File: src/rtl/psum_feeder_pkg.sv
// Shared definitions for the partial-sum feeder.
//
// Holds the feeder FSM state encoding, the SETTLE length, the counter widths
// and the default lane geometry used by psum_feeder and its parent.
package psum_feeder_pkg;

  // Default lane geometry: number of output columns / SFU lanes and psum width.
  localparam int unsigned DefaultCol    = 8;
  localparam int unsigned DefaultPsumBw = 16;

  // Cycles spent after the last sfu_valid so the SFU has accumulated it.
  localparam int unsigned SettleLen = 2;

  // Counter / configuration widths. kij_cnt must reach 15 and grp_cnt must
  // reach 65535 without wrapping.
  localparam int unsigned KijW = 4;
  localparam int unsigned GrpW = 16;

  // SETTLE counter width, never zero.
  localparam int unsigned SettleCntW = (SettleLen > 1) ? $clog2(SettleLen) : 1;

  typedef enum logic [2:0] {
    StIdle,
    StClear,
    StFeed,
    StSettle,
    StFin
  } feeder_state_e;

endpackage

File: src/rtl/psum_feeder.sv
// Partial-sum feeder.
//
// Pops psum vectors from a show-ahead FIFO and streams them, unmodified, to a
// row of SFU lane accumulators. Vectors are grouped: each group clears the
// SFU, feeds kij_num vectors, waits for the SFU to absorb the last one, then
// flags acc_done. After num_groups groups the block pulses done.
//
// Ports:
//   clk, rst    - clock and synchronous active-high reset
//   start       - one-cycle pulse; latches kij_num/num_groups when idle
//   kij_num     - vectors per group (0 behaves as 1)
//   num_groups  - number of groups to run (0 is legal: straight to done)
//   fifo_empty  - source FIFO empty flag; fifo_dout valid whenever low
//   fifo_dout   - head-of-FIFO psum vector, lane i at [i*psum_bw +: psum_bw]
//   fifo_rd     - combinational pop strobe, never high while fifo_empty
//   sfu_clr     - registered pulse clearing all SFU lane accumulators
//   sfu_valid   - registered in_valid for all SFU lanes
//   sfu_data    - registered psum vector accompanying sfu_valid
//   acc_done    - registered pulse: SFU outputs hold a complete group sum
//   busy        - high whenever the FSM is not idle
//   done        - registered pulse when all groups have completed
module psum_feeder
  import psum_feeder_pkg::*;
#(
  parameter int unsigned col     = DefaultCol,
  parameter int unsigned psum_bw = DefaultPsumBw
) (
  input  logic                   clk,
  input  logic                   rst,
  input  logic                   start,
  input  logic [KijW-1:0]        kij_num,
  input  logic [GrpW-1:0]        num_groups,
  input  logic                   fifo_empty,
  input  logic [col*psum_bw-1:0] fifo_dout,
  output logic                   fifo_rd,
  output logic                   sfu_clr,
  output logic                   sfu_valid,
  output logic [col*psum_bw-1:0] sfu_data,
  output logic                   acc_done,
  output logic                   busy,
  output logic                   done
);

  localparam int unsigned DataW = col * psum_bw;

  feeder_state_e         state_q, state_d;
  logic [KijW-1:0]       kij_num_q, kij_num_d;
  logic [GrpW-1:0]       num_groups_q, num_groups_d;
  logic [KijW-1:0]       kij_cnt_q, kij_cnt_d;
  logic [GrpW-1:0]       grp_cnt_q, grp_cnt_d;
  logic [SettleCntW-1:0] settle_cnt_q, settle_cnt_d;

  logic             sfu_clr_q, sfu_clr_d;
  logic             sfu_valid_q, sfu_valid_d;
  logic [DataW-1:0] sfu_data_q, sfu_data_d;
  logic             acc_done_q, acc_done_d;
  logic             done_q, done_d;

  logic pop;
  logic last_pop;
  logic settle_last;
  logic more_groups;

  // kij_num_q is stored already clamped to >= 1, so the subtraction is safe.
  assign pop         = (state_q == StFeed) && !fifo_empty && (kij_cnt_q < kij_num_q);
  assign last_pop    = pop && (kij_cnt_q == (kij_num_q - KijW'(1)));
  assign settle_last = (settle_cnt_q == SettleCntW'(SettleLen - 1));
  // Widened by one bit so the compare is exact at num_groups = 65535.
  assign more_groups = ({1'b0, grp_cnt_q} + (GrpW + 1)'(1)) < {1'b0, num_groups_q};

  always_comb begin
    state_d      = state_q;
    kij_num_d    = kij_num_q;
    num_groups_d = num_groups_q;
    kij_cnt_d    = kij_cnt_q;
    grp_cnt_d    = grp_cnt_q;
    settle_cnt_d = settle_cnt_q;
    sfu_clr_d    = 1'b0;
    sfu_valid_d  = 1'b0;
    sfu_data_d   = sfu_data_q;
    acc_done_d   = 1'b0;
    done_d       = 1'b0;

    unique case (state_q)
      StIdle: begin
        if (start) begin
          kij_num_d    = (kij_num == '0) ? KijW'(1) : kij_num;
          num_groups_d = num_groups;
          kij_cnt_d    = '0;
          grp_cnt_d    = '0;
          state_d      = (num_groups == '0) ? StFin : StClear;
        end
      end
      StClear: begin
        sfu_clr_d = 1'b1;
        state_d   = StFeed;
      end
      StFeed: begin
        if (pop) begin
          sfu_valid_d = 1'b1;
          sfu_data_d  = fifo_dout;
          kij_cnt_d   = kij_cnt_q + KijW'(1);
          if (last_pop) begin
            settle_cnt_d = '0;
            state_d      = StSettle;
          end
        end
      end
      StSettle: begin
        if (settle_last) begin
          acc_done_d = 1'b1;
          grp_cnt_d  = grp_cnt_q + GrpW'(1);
          kij_cnt_d  = '0;
          state_d    = more_groups ? StClear : StFin;
        end else begin
          settle_cnt_d = settle_cnt_q + SettleCntW'(1);
        end
      end
      StFin: begin
        done_d  = 1'b1;
        state_d = StIdle;
      end
      default: state_d = StIdle;
    endcase
  end

  always_ff @(posedge clk) begin
    if (rst) begin
      state_q      <= StIdle;
      kij_num_q    <= '0;
      num_groups_q <= '0;
      kij_cnt_q    <= '0;
      grp_cnt_q    <= '0;
      settle_cnt_q <= '0;
      sfu_clr_q    <= 1'b0;
      sfu_valid_q  <= 1'b0;
      sfu_data_q   <= '0;
      acc_done_q   <= 1'b0;
      done_q       <= 1'b0;
    end else begin
      state_q      <= state_d;
      kij_num_q    <= kij_num_d;
      num_groups_q <= num_groups_d;
      kij_cnt_q    <= kij_cnt_d;
      grp_cnt_q    <= grp_cnt_d;
      settle_cnt_q <= settle_cnt_d;
      sfu_clr_q    <= sfu_clr_d;
      sfu_valid_q  <= sfu_valid_d;
      sfu_data_q   <= sfu_data_d;
      acc_done_q   <= acc_done_d;
      done_q       <= done_d;
    end
  end

  assign fifo_rd   = pop;
  assign sfu_clr   = sfu_clr_q;
  assign sfu_valid = sfu_valid_q;
  assign sfu_data  = sfu_data_q;
  assign acc_done  = acc_done_q;
  assign done      = done_q;
  assign busy      = (state_q != StIdle);

endmodule

File: config.mk
export PLATFORM = sky130hd
export DESIGN_NAME = psum_feeder
export DESIGN_NICKNAME = d
export VERILOG_FILES = /design/src/rtl/psum_feeder_pkg.sv /design/src/rtl/psum_feeder.sv
export SDC_FILE = /design/constraint.sdc
export NUM_CORES = 1
export LEC_CHECK = 0
export BUFFER_PORTS_ARGS = -buffer_cell sky130_fd_sc_hd__buf_2
export CORE_UTILIZATION = 44
export DETAILED_ROUTE_END_ITERATION = 10
export GPL_ROUTABILITY_DRIVEN = 0
export HOLD_SLACK_MARGIN = 0.1
export MAX_ROUTING_LAYER = met4
export PLACE_DENSITY = 0.77
export SYNTH_ARGS = -nofsm -noshare
export SYNTH_HDL_FRONTEND = slang
export SYNTH_SLANG_ARGS = --single-unit
File: constraint.sdc
create_clock -name clk -period 2.8 [get_ports clk]
set_clock_uncertainty 0.15 [all_clocks]
set_input_delay 0.14 -clock clk [delete_from_list [all_inputs] [get_ports clk]]
set_output_delay 0.14 -clock clk [all_outputs]
set_load 0.005 [all_outputs]
# [Word-level counts from Yosys, hierarchy flattened]
# Cells that the tools add are included.
[classes] n_addsub=5 n_mul=0 n_div=0 n_lt_le_gt_ge=2 n_eq_ne=9 shifts=0 mux=23 bitwise=2 reduce_logical=19
[ops] operator="2-to-1 mux 16 bit" n=2
[ops] operator="one-hot mux 16 bit (2 select lines)" n=1
[ops] operator="2-to-1 mux 3 bit" n=6
[ops] operator="adder 16 x 1 -> 17 bit, second input constant" n=1
[ops] operator="less-than comparator 17 x 16 -> 1 bit" n=1
[ops] operator="adder 16 x 1 -> 16 bit, second input constant" n=1
[ops] operator="zero test 16 bit" n=1
[ops] operator="2-to-1 mux 4 bit" n=4
[ops] operator="one-hot mux 3 bit (4 select lines)" n=1
[ops] operator="one-hot mux 4 bit (3 select lines)" n=1
[ops] operator="!= test 2 bit, second input constant" n=4
[ops] operator="AND reduction 4 bit" n=2
[ops] operator="2-to-1 mux 1 bit" n=7
[ops] operator="== test 3 x 2 -> 1 bit, second input constant" n=2
[ops] operator="AND reduction 3 bit" n=2
[ops] operator="nonzero test 3 bit" n=2
[ops] operator="adder 4 x 1 -> 4 bit, second input constant" n=1
[ops] operator="== test 4 bit" n=1
[ops] operator="zero test 4 bit" n=1
[ops] operator="less-than comparator 4 bit" n=1
[ops] operator="AND reduction 2 bit" n=2
[ops] operator="nonzero test 2 bit" n=2
[ops] operator="OR reduction 2 bit" n=2
[ops] operator="subtractor 4 x 1 -> 4 bit, second input constant" n=1
[ops] operator="other kinds (8)" n=11
[word_totals] ff_bits=176 latch_bits=0 mem_bits_rw=0 romBits=0 out_inout_bits=134 memories=0

# [Longest topological paths before layout]
# Gate-level depths: netlist of run 1.
[logic_depth] depth_word=7 mapped_depth=13 depth_no_buf=12

# [Worst setup path after synthesis of run 1]
# OpenSTA, ideal clock, no wires.
[synth_timing] path_type="register to register" start="register grp_cnt_q[0]" end="register state_q[0]" arrival_time_ns=2.932 slack_ns=-0.356 stages_incl_launch_ff=14 n_path_buf=1 path_cell_list="dfxtp_1 > ha_1 > and3_1 > clkbuf_1 > nand4_1 > nor2_1 > xor2_1 > ha_1 > a21oi_1 > o21ai_0 > a2111oi_0 > a21oi_1 > or3_1 > a31oi_1"
[synth_between] elab_chain_len=5
[synth_rtl] element="start, declared" line_no="psum_feeder.sv:50" rtl="logic [GrpW-1:0] grp_cnt_q, grp_cnt_d;"
[synth_rtl] element="start signal, assigned" line_no="psum_feeder.sv:145" rtl="grp_cnt_q <= grp_cnt_d;"
[synth_rtl] element="adder 16 x 1 -> 17 bit" line_no="psum_feeder.sv:69" rtl="assign more_groups = ({1'b0, grp_cnt_q} + (GrpW + 1)'(1)) < {1'b0, num_groups_q};"
[synth_rtl] element="less-than comparator 17 x 16 -> 1 bit" line_no="psum_feeder.sv:69"
[synth_rtl] element="2-to-1 mux 3 bit" line_no="psum_feeder.sv:114" rtl="state_d = more_groups ? StClear : StFin;"
[synth_rtl] element="2-to-1 mux 3 bit" line_no="psum_feeder.sv:110" rtl="if (settle_last) begin"
[synth_rtl] element="one-hot mux 3 bit (4 select lines)" line_no="psum_feeder.sv:84" rtl="unique case (state_q)"
[synth_rtl] element="end signal, assigned" line_no="psum_feeder.sv:129" rtl="state_q <= StIdle;"
[synth_rtl] element="end signal, assigned" line_no="psum_feeder.sv:141" rtl="state_q <= state_d;"
[synth_rtl] element="end, declared" line_no="psum_feeder.sv:46" rtl="feeder_state_e state_q, state_d;"
# No other way between the ends. The select of a mux whose other input is x is not followed.
# A chain may end at the register's enable or synchronous reset.

# [Worst setup path in the final report of run 1]
[layout_timing] start="register grp_cnt_q[1]" end="register state_q[0]"
# The elaborated chain is that of the path after synthesis.

==> metrics.txt, run 1 <==
die height=~130 µm; CP Data Arrival Time=between 3 and 4 ns; cts bufs inserted=17; pre-CTS setup slack=-0.0956 ns; via count=8,251; largest net degree at the start of global routing=97; post-DR vias/cell=about 5.2; library cells used by synthesis=slightly above 40; met2 GRT Util=about half; Seq/Total Area, Yosys=~50%; Worst Reg-to-Reg Cells=13; layout cells sized above 1=27.9%; Synth top cells by count=310 x nand2_1, 176 x dfxtp_1, 170 x a21oi_1; area grow syn2layout=55.5%; R2R Setup Slk=0.002 ns; Sw Pwr=between 1.5 and 2 mW; Top Usage Layer GRT=met2; GRT Total Usage=a little under a third; actual slew at the worst max-slew pin=about 0.7 ns; Syn Area/Cell=a little under 8 µm²; number of placed cells counting well taps=about 1,400; Clock Latency Late Sink=roughly 0.43 ns; Cell Rows=46; drt first pass iters=5; Yosys top cell area share=49.6%; CTS tree=done; part of the power in the clock network=38.0%; fraction of registers with async set/reset=0%; required time worst endpoint=about 3.0 ns; PD cells=approximately 550 mW/mm²; HP Class=in2reg; Crit Path Category=reg2reg; unrepaired setup endpoints after global routing=true; syn_nets=~1,100; most common cell in the netlist=nand2_1; setup violators final=0; Hold Crit Start=start; area leader, netlist=dfxtp_1; Power Total=about 6 mW; first-pass GRT wire length=between 30 and 40 mm; Starting Density=44.9%; switch share=roughly 29%; synthesized area=~0.0071 mm²; RR Startpoint=grp_cnt_q[1]; Final HPWL DP=approximately 14 mm; outcome=completed; Seq cells post-synth=176; WHS Endpoint=num_groups_q[10]; Clk pin slew, worst setup/hold paths=about 0.070 ns; post-route setup slack=about 0.0018 ns; wire per inst=roughly 16 µm; Post-Layout Cell Count=1,574; final WL=25.8 mm; Final Hold Fails=0; FILL cells=approximately 1,100; part of the power in registers=between 40% and 50%; max_cap viols=0; Period minus WS final=2.80 ns; multi-input logic area=about 0.0033 mm²; setup TNS=0 ns; crit-path max FO=3; residual DRC count=0; worst vdd ir=about 0.39 mV; Area contributors post-synth=dfxtp_1 50%, nand2_1 16%, a21oi_1 12%; Syn Inst Count=910; Overflow after GRT=0; Worst setup SP type=register; WHS Path Cells=4; met3 Use GR=11.7%; nets=~1,500; main flop type after synthesis=dfxtp_1; Achievable Freq=about 360 MHz; Port Buffers=285; I/O pin total=~290; synth warn=0; Int Pwr=~4.3 mW; Final Max Slew Viols=0; met1 usage=roughly a third; clock sink count=about 180; initial antenna violation count=2; crit end category=register; Core ar.=0.0158 mm²; Static Leak=~4.8 nW; Die ar.=about 0.017 mm²; Sequential cell area=0.00353 mm²; Die Width=between 100 and 150 µm; clock root buffer master=clkbuf_16; DRT iter0 DRCs=~590; Final ANT Viol Nets=0; Post-synth EDFFs=0; max_slew headroom=53.5%; hold_ws=approximately 0.18 ns; vias in the first global route=around 7,800; Final period util=around 100%; FF-to-FF End=state_q[0]; # H-tree levels=4; Gate power share=around 17%; buffer depth of the longest clock path=2
## state kept, by name (all words and copies together) (netlist names), 3 cells and up
name,count
sfu_data,128
kij_cnt_q,4
num_groups_q,16
kij_num_q,4
state_q,3
grp_cnt_q,16
## logic make-up after synthesis
logic type,Yosys count,share of synthesized area (%)
AND/OR/NAND/NOR,392,22.9
buffers and inverters,90,5.46
adder cells (fa/ha/maj),22,3.87
XOR/XNOR,21,2.59
AO/OA/AOI/OAI,208,15.5
flip-flops,176,49.6
multiplexers,1,0.141
## final cells by class
class	instances	area share (%)
Tap cell	216	2.44
Timing Repair Buffer	474	29.8
Antenna cell	2	0.0453
Clock inverter	13	1.10
Clock buffer	19	4.01
Sequential cell	176	32.0
Multi-Input combinational cell	644	29.6
Inverter	30	1.06
## repair_timing
item	4_1_cts	5_1_grt
setup buffers	4	5
endpoints found under the hold margin	149	0
hold buffers	152	0
gates resized for setup	5	17
pin swaps	2	10
gates cloned	0	1
endpoints found under the setup margin	2	6
## per-layer routing
layer / part of all wire [%] / wire, µm
met5: 0 / 0
met3: 9.2 / 2380
met4: 6.1 / 1570
met1: 37 / 9440
met2: 48 / 12400
## critical path: stages (launching register included)
cell	delay (ns)
dfxtp_4	0.36
ha_4	0.13
and3_4	0.19
nand4_1	0.13
nor2_2	0.18
xor2_1	0.20
ha_1	0.30
a21oi_2	0.18
o21ai_2	0.09
buf_4	0.14
o2111ai_2	0.19
a21oi_2	0.05
or3_1	0.31
a31oi_1	0.13
## metrics by stage
stage,util [%],instance area [µm²]
final,69.8,11100
after global routing,69.8,11100
after CTS,69.0,10900
after detailed placement,55.5,8790
after global placement,55.5,8790
after floorplan,-,7130
## cell usage in the layout (no fill, tap or decap), types with 18 or more instances in the layout
cell type and n:
nor2_1 18, inv_1 28, buf_4 32, a21oi_1 168, dfxtp_1 173, clkbuf_16 18, buf_2 284, nand2_1 309
ha_1 21, dlygate4sd3_1 152
## worst max-delay path by stage
stage	to	slack, ns	depth (start not counted)	start
floorplan	state_q[0]	0.01	13	grp_cnt_q[1]
global placement	state_q[0]	0.05	12	grp_cnt_q[1]
detailed placement	state_q[0]	-0.1	12	grp_cnt_q[1]
CTS	state_q[2]	0.006	13	grp_cnt_q[7]
global route	state_q[0]	-0.18	12	grp_cnt_q[1]
finish	state_q[0]	0.002	13	grp_cnt_q[1]
## power groups by stage
stage / Combinational [mW] / Sequential (mW) / Clock [mW]
after detailed placement: 0.796 / 2.75 / 0
final: 1.04 / 2.70 / 2.30
after floorplan: 0.494 / 2.74 / 0
after CTS: 0.977 / 2.70 / 2.33
after global placement: 0.785 / 2.75 / 0
after global routing: 1.15 / 2.72 / 2.42
Power figures use the tool's default switching activity.
==> inputs of run 2 (changes only) <==
--- a/config.mk
+++ b/config.mk
@@ -12,6 +12,7 @@
 export HOLD_SLACK_MARGIN = 0.1
 export MAX_ROUTING_LAYER = met4
 export PLACE_DENSITY = 0.77
+export RECOVER_POWER = 50
 export SYNTH_ARGS = -nofsm -noshare
 export SYNTH_HDL_FRONTEND = slang
 export SYNTH_SLANG_ARGS = --single-unit
==> run 2 against run 1 <==
Compared with the run above:
- non-clock buffer count stayed put
- setup slack hardly changed
- critical path type unchanged
- clock power hardly changed
- global-route usage is the same
- cell count stayed put
- die area unchanged
==> metrics.txt, run 2 (same netlist as run 1, synthesis figures left out) <==
Cell Rows=46 (unchanged); met3 Use GR=11.7% (unchanged); HP Class=in2reg; Final HPWL DP=14.1 mm (unchanged); GRT Total Usage=31.4% (unchanged); I/O pin total=286 (unchanged); post-route setup slack=0.00159 ns (-0.000253 ns); max_slew headroom=25.9% (-28 points); clock root buffer master=clkbuf_16; Port Buffers=285 (unchanged); Power Total=6.02 mW (-0.32%); nets=1,517 (unchanged); residual DRC count=0 (unchanged); area grow syn2layout=53.4%; first-pass GRT wire length=39.1 mm (unchanged); Area after DPL=0.00879 mm² (unchanged); initial antenna violation count=2 (unchanged); Final period util=99.9% (about the same); clock sink count=176 (unchanged); Static Leak=4.31 nW (-10%); unrepaired setup endpoints after global routing=true; Top Usage Layer GRT=met2; Final Max Slew Viols=0 (unchanged); CP Data Arrival Time=3.01 ns (about the same); CTS tree=done; final WL=25.9 mm (+0.53%); leading cell type in the layout, fill and taps excluded=nand2_1; crit-path max FO=3 (unchanged); Final ANT Viol Nets=0 (unchanged); # H-tree levels=4 (unchanged); actual slew at the worst max-slew pin=1.11 ns (+0.414 ns); Worst setup SP type=register; via count=8,271 (+0.24%); outcome=completed; Period minus WS final=2.80 ns (+0.000253 ns); Sequential cell area=0.00353 mm² (unchanged); crit end category=register; Clk pin slew, worst setup/hold paths=0.07 ns (about the same); Die ar.=0.0167 mm² (unchanged); vias in the first global route=7,807 (unchanged); Crit Path Category=reg2reg; Starting Density=44.9% (unchanged); wire per inst=16.5 µm (+0.53%); PD cells=552 mW/mm² (+1.0%); FILL cells=1,181 (+8.4%); layout cells sized above 1=19.5% (-8.4 points); largest net degree at the start of global routing=97 (unchanged); post-DR vias/cell=5.25 (+0.24%); Final Instance Area=0.0109 mm² (-1.3%); worst vdd ir=0.386 mV (about the same); DRT iter0 DRCs=608 (+2.7%); met2 GRT Util=49.0% (unchanged); setup TNS=0 ns (unchanged); die height=129 µm (unchanged); Clock Latency Late Sink=0.43 ns (about the same); cts bufs inserted=17 (unchanged); max_cap viols=0 (unchanged); multi-input logic area=0.00328 mm² (unchanged); Achievable Freq=357 MHz (about the same); Die Width=129 µm (unchanged); drt first pass iters=5 (unchanged); required time worst endpoint=3.01 ns (about the same); pre-CTS setup slack=-0.0956 ns (unchanged); Overflow after GRT=0 (unchanged); buffer depth of the longest clock path=2 (unchanged); setup violators final=0 (unchanged); Final Hold Fails=0 (unchanged); met1 usage=33.1% (unchanged); max FFs per register=128 (unchanged); most frequent cells in the layout=309 x nand2_1, 173 x dfxtp_1, 171 x buf_2; Core ar.=0.0158 mm² (unchanged)
==> run 2: cell type report <==
type                    instances  area share [%]
flip-flops and latches        176            32.4
repair buffers                474            28.8
diodes                          2          0.0459
multi-input cells             644            30.0
well taps                     216            2.48
inverters                      30            1.08
clock buffers                  19            4.06
clock inverters                13            1.11
==> run 2: path summary, 6_finish.rpt <==
| kind | startpoint | to | depth (start not counted) | slack (ns) |
|---|---|---|---|---|
| hold reg to reg | sfu_data[94] | sfu_data[94] | 2 | 0.31 |
| hold / removal | start | num_groups_q[10] | 4 | 0.18 |
| setup reg to reg | grp_cnt_q[1] | state_q[0] | 13 | 0.002 |
| setup / recovery | grp_cnt_q[1] | state_q[0] | 13 | 0.002 |
==> run 2: report_power, final <==
| group | switching [mW] | total [mW] | internal, mW |
|---|---|---|---|
| Clock | 1.10 | 2.30 | 1.20 |
| Combinational | 0.553 | 1.02 | 0.467 |
| Sequential | 0.0841 | 2.71 | 2.62 |
==> run 2: per-stage QoR <==
step	util (%)	hold WS [ns]	std cells
after floorplan	-	0.126	910
after global placement	55.5	0.230	1378
after detailed placement	55.5	0.236	1378
after CTS	69.0	0.171	1566
after global routing	68.9	0.189	1574
final	68.9	0.177	1574
==> run 2: critical path, cell delays in order (launching register included) <==
cell and delay (ns):
dfxtp_4 0.36, ha_4 0.13, and3_4 0.19, nand4_1 0.13, nor2_2 0.18, xor2_1 0.20, ha_1 0.30, a21oi_2 0.18
o21ai_2 0.09, buf_4 0.14, o2111ai_2 0.19, a21oi_2 0.05, or3_1 0.31, a31oi_1 0.13
==> run 2: what timing repair did <==
item,CTS,global route
pin swaps,2,10
gates cloned,0,1
endpoints found under the setup margin,2,6
hold buffers,152,0
endpoints found under the hold margin,149,0
buffers inserted,4,5
resized for setup,5,17
==> run 2: layer usage <==
layer  vias up  part of all wire (%)
met2       465                    48
met5         -                     0
met3       152                   8.8
li1       3870                     -
met1      3784                    37
met4         0                   6.0
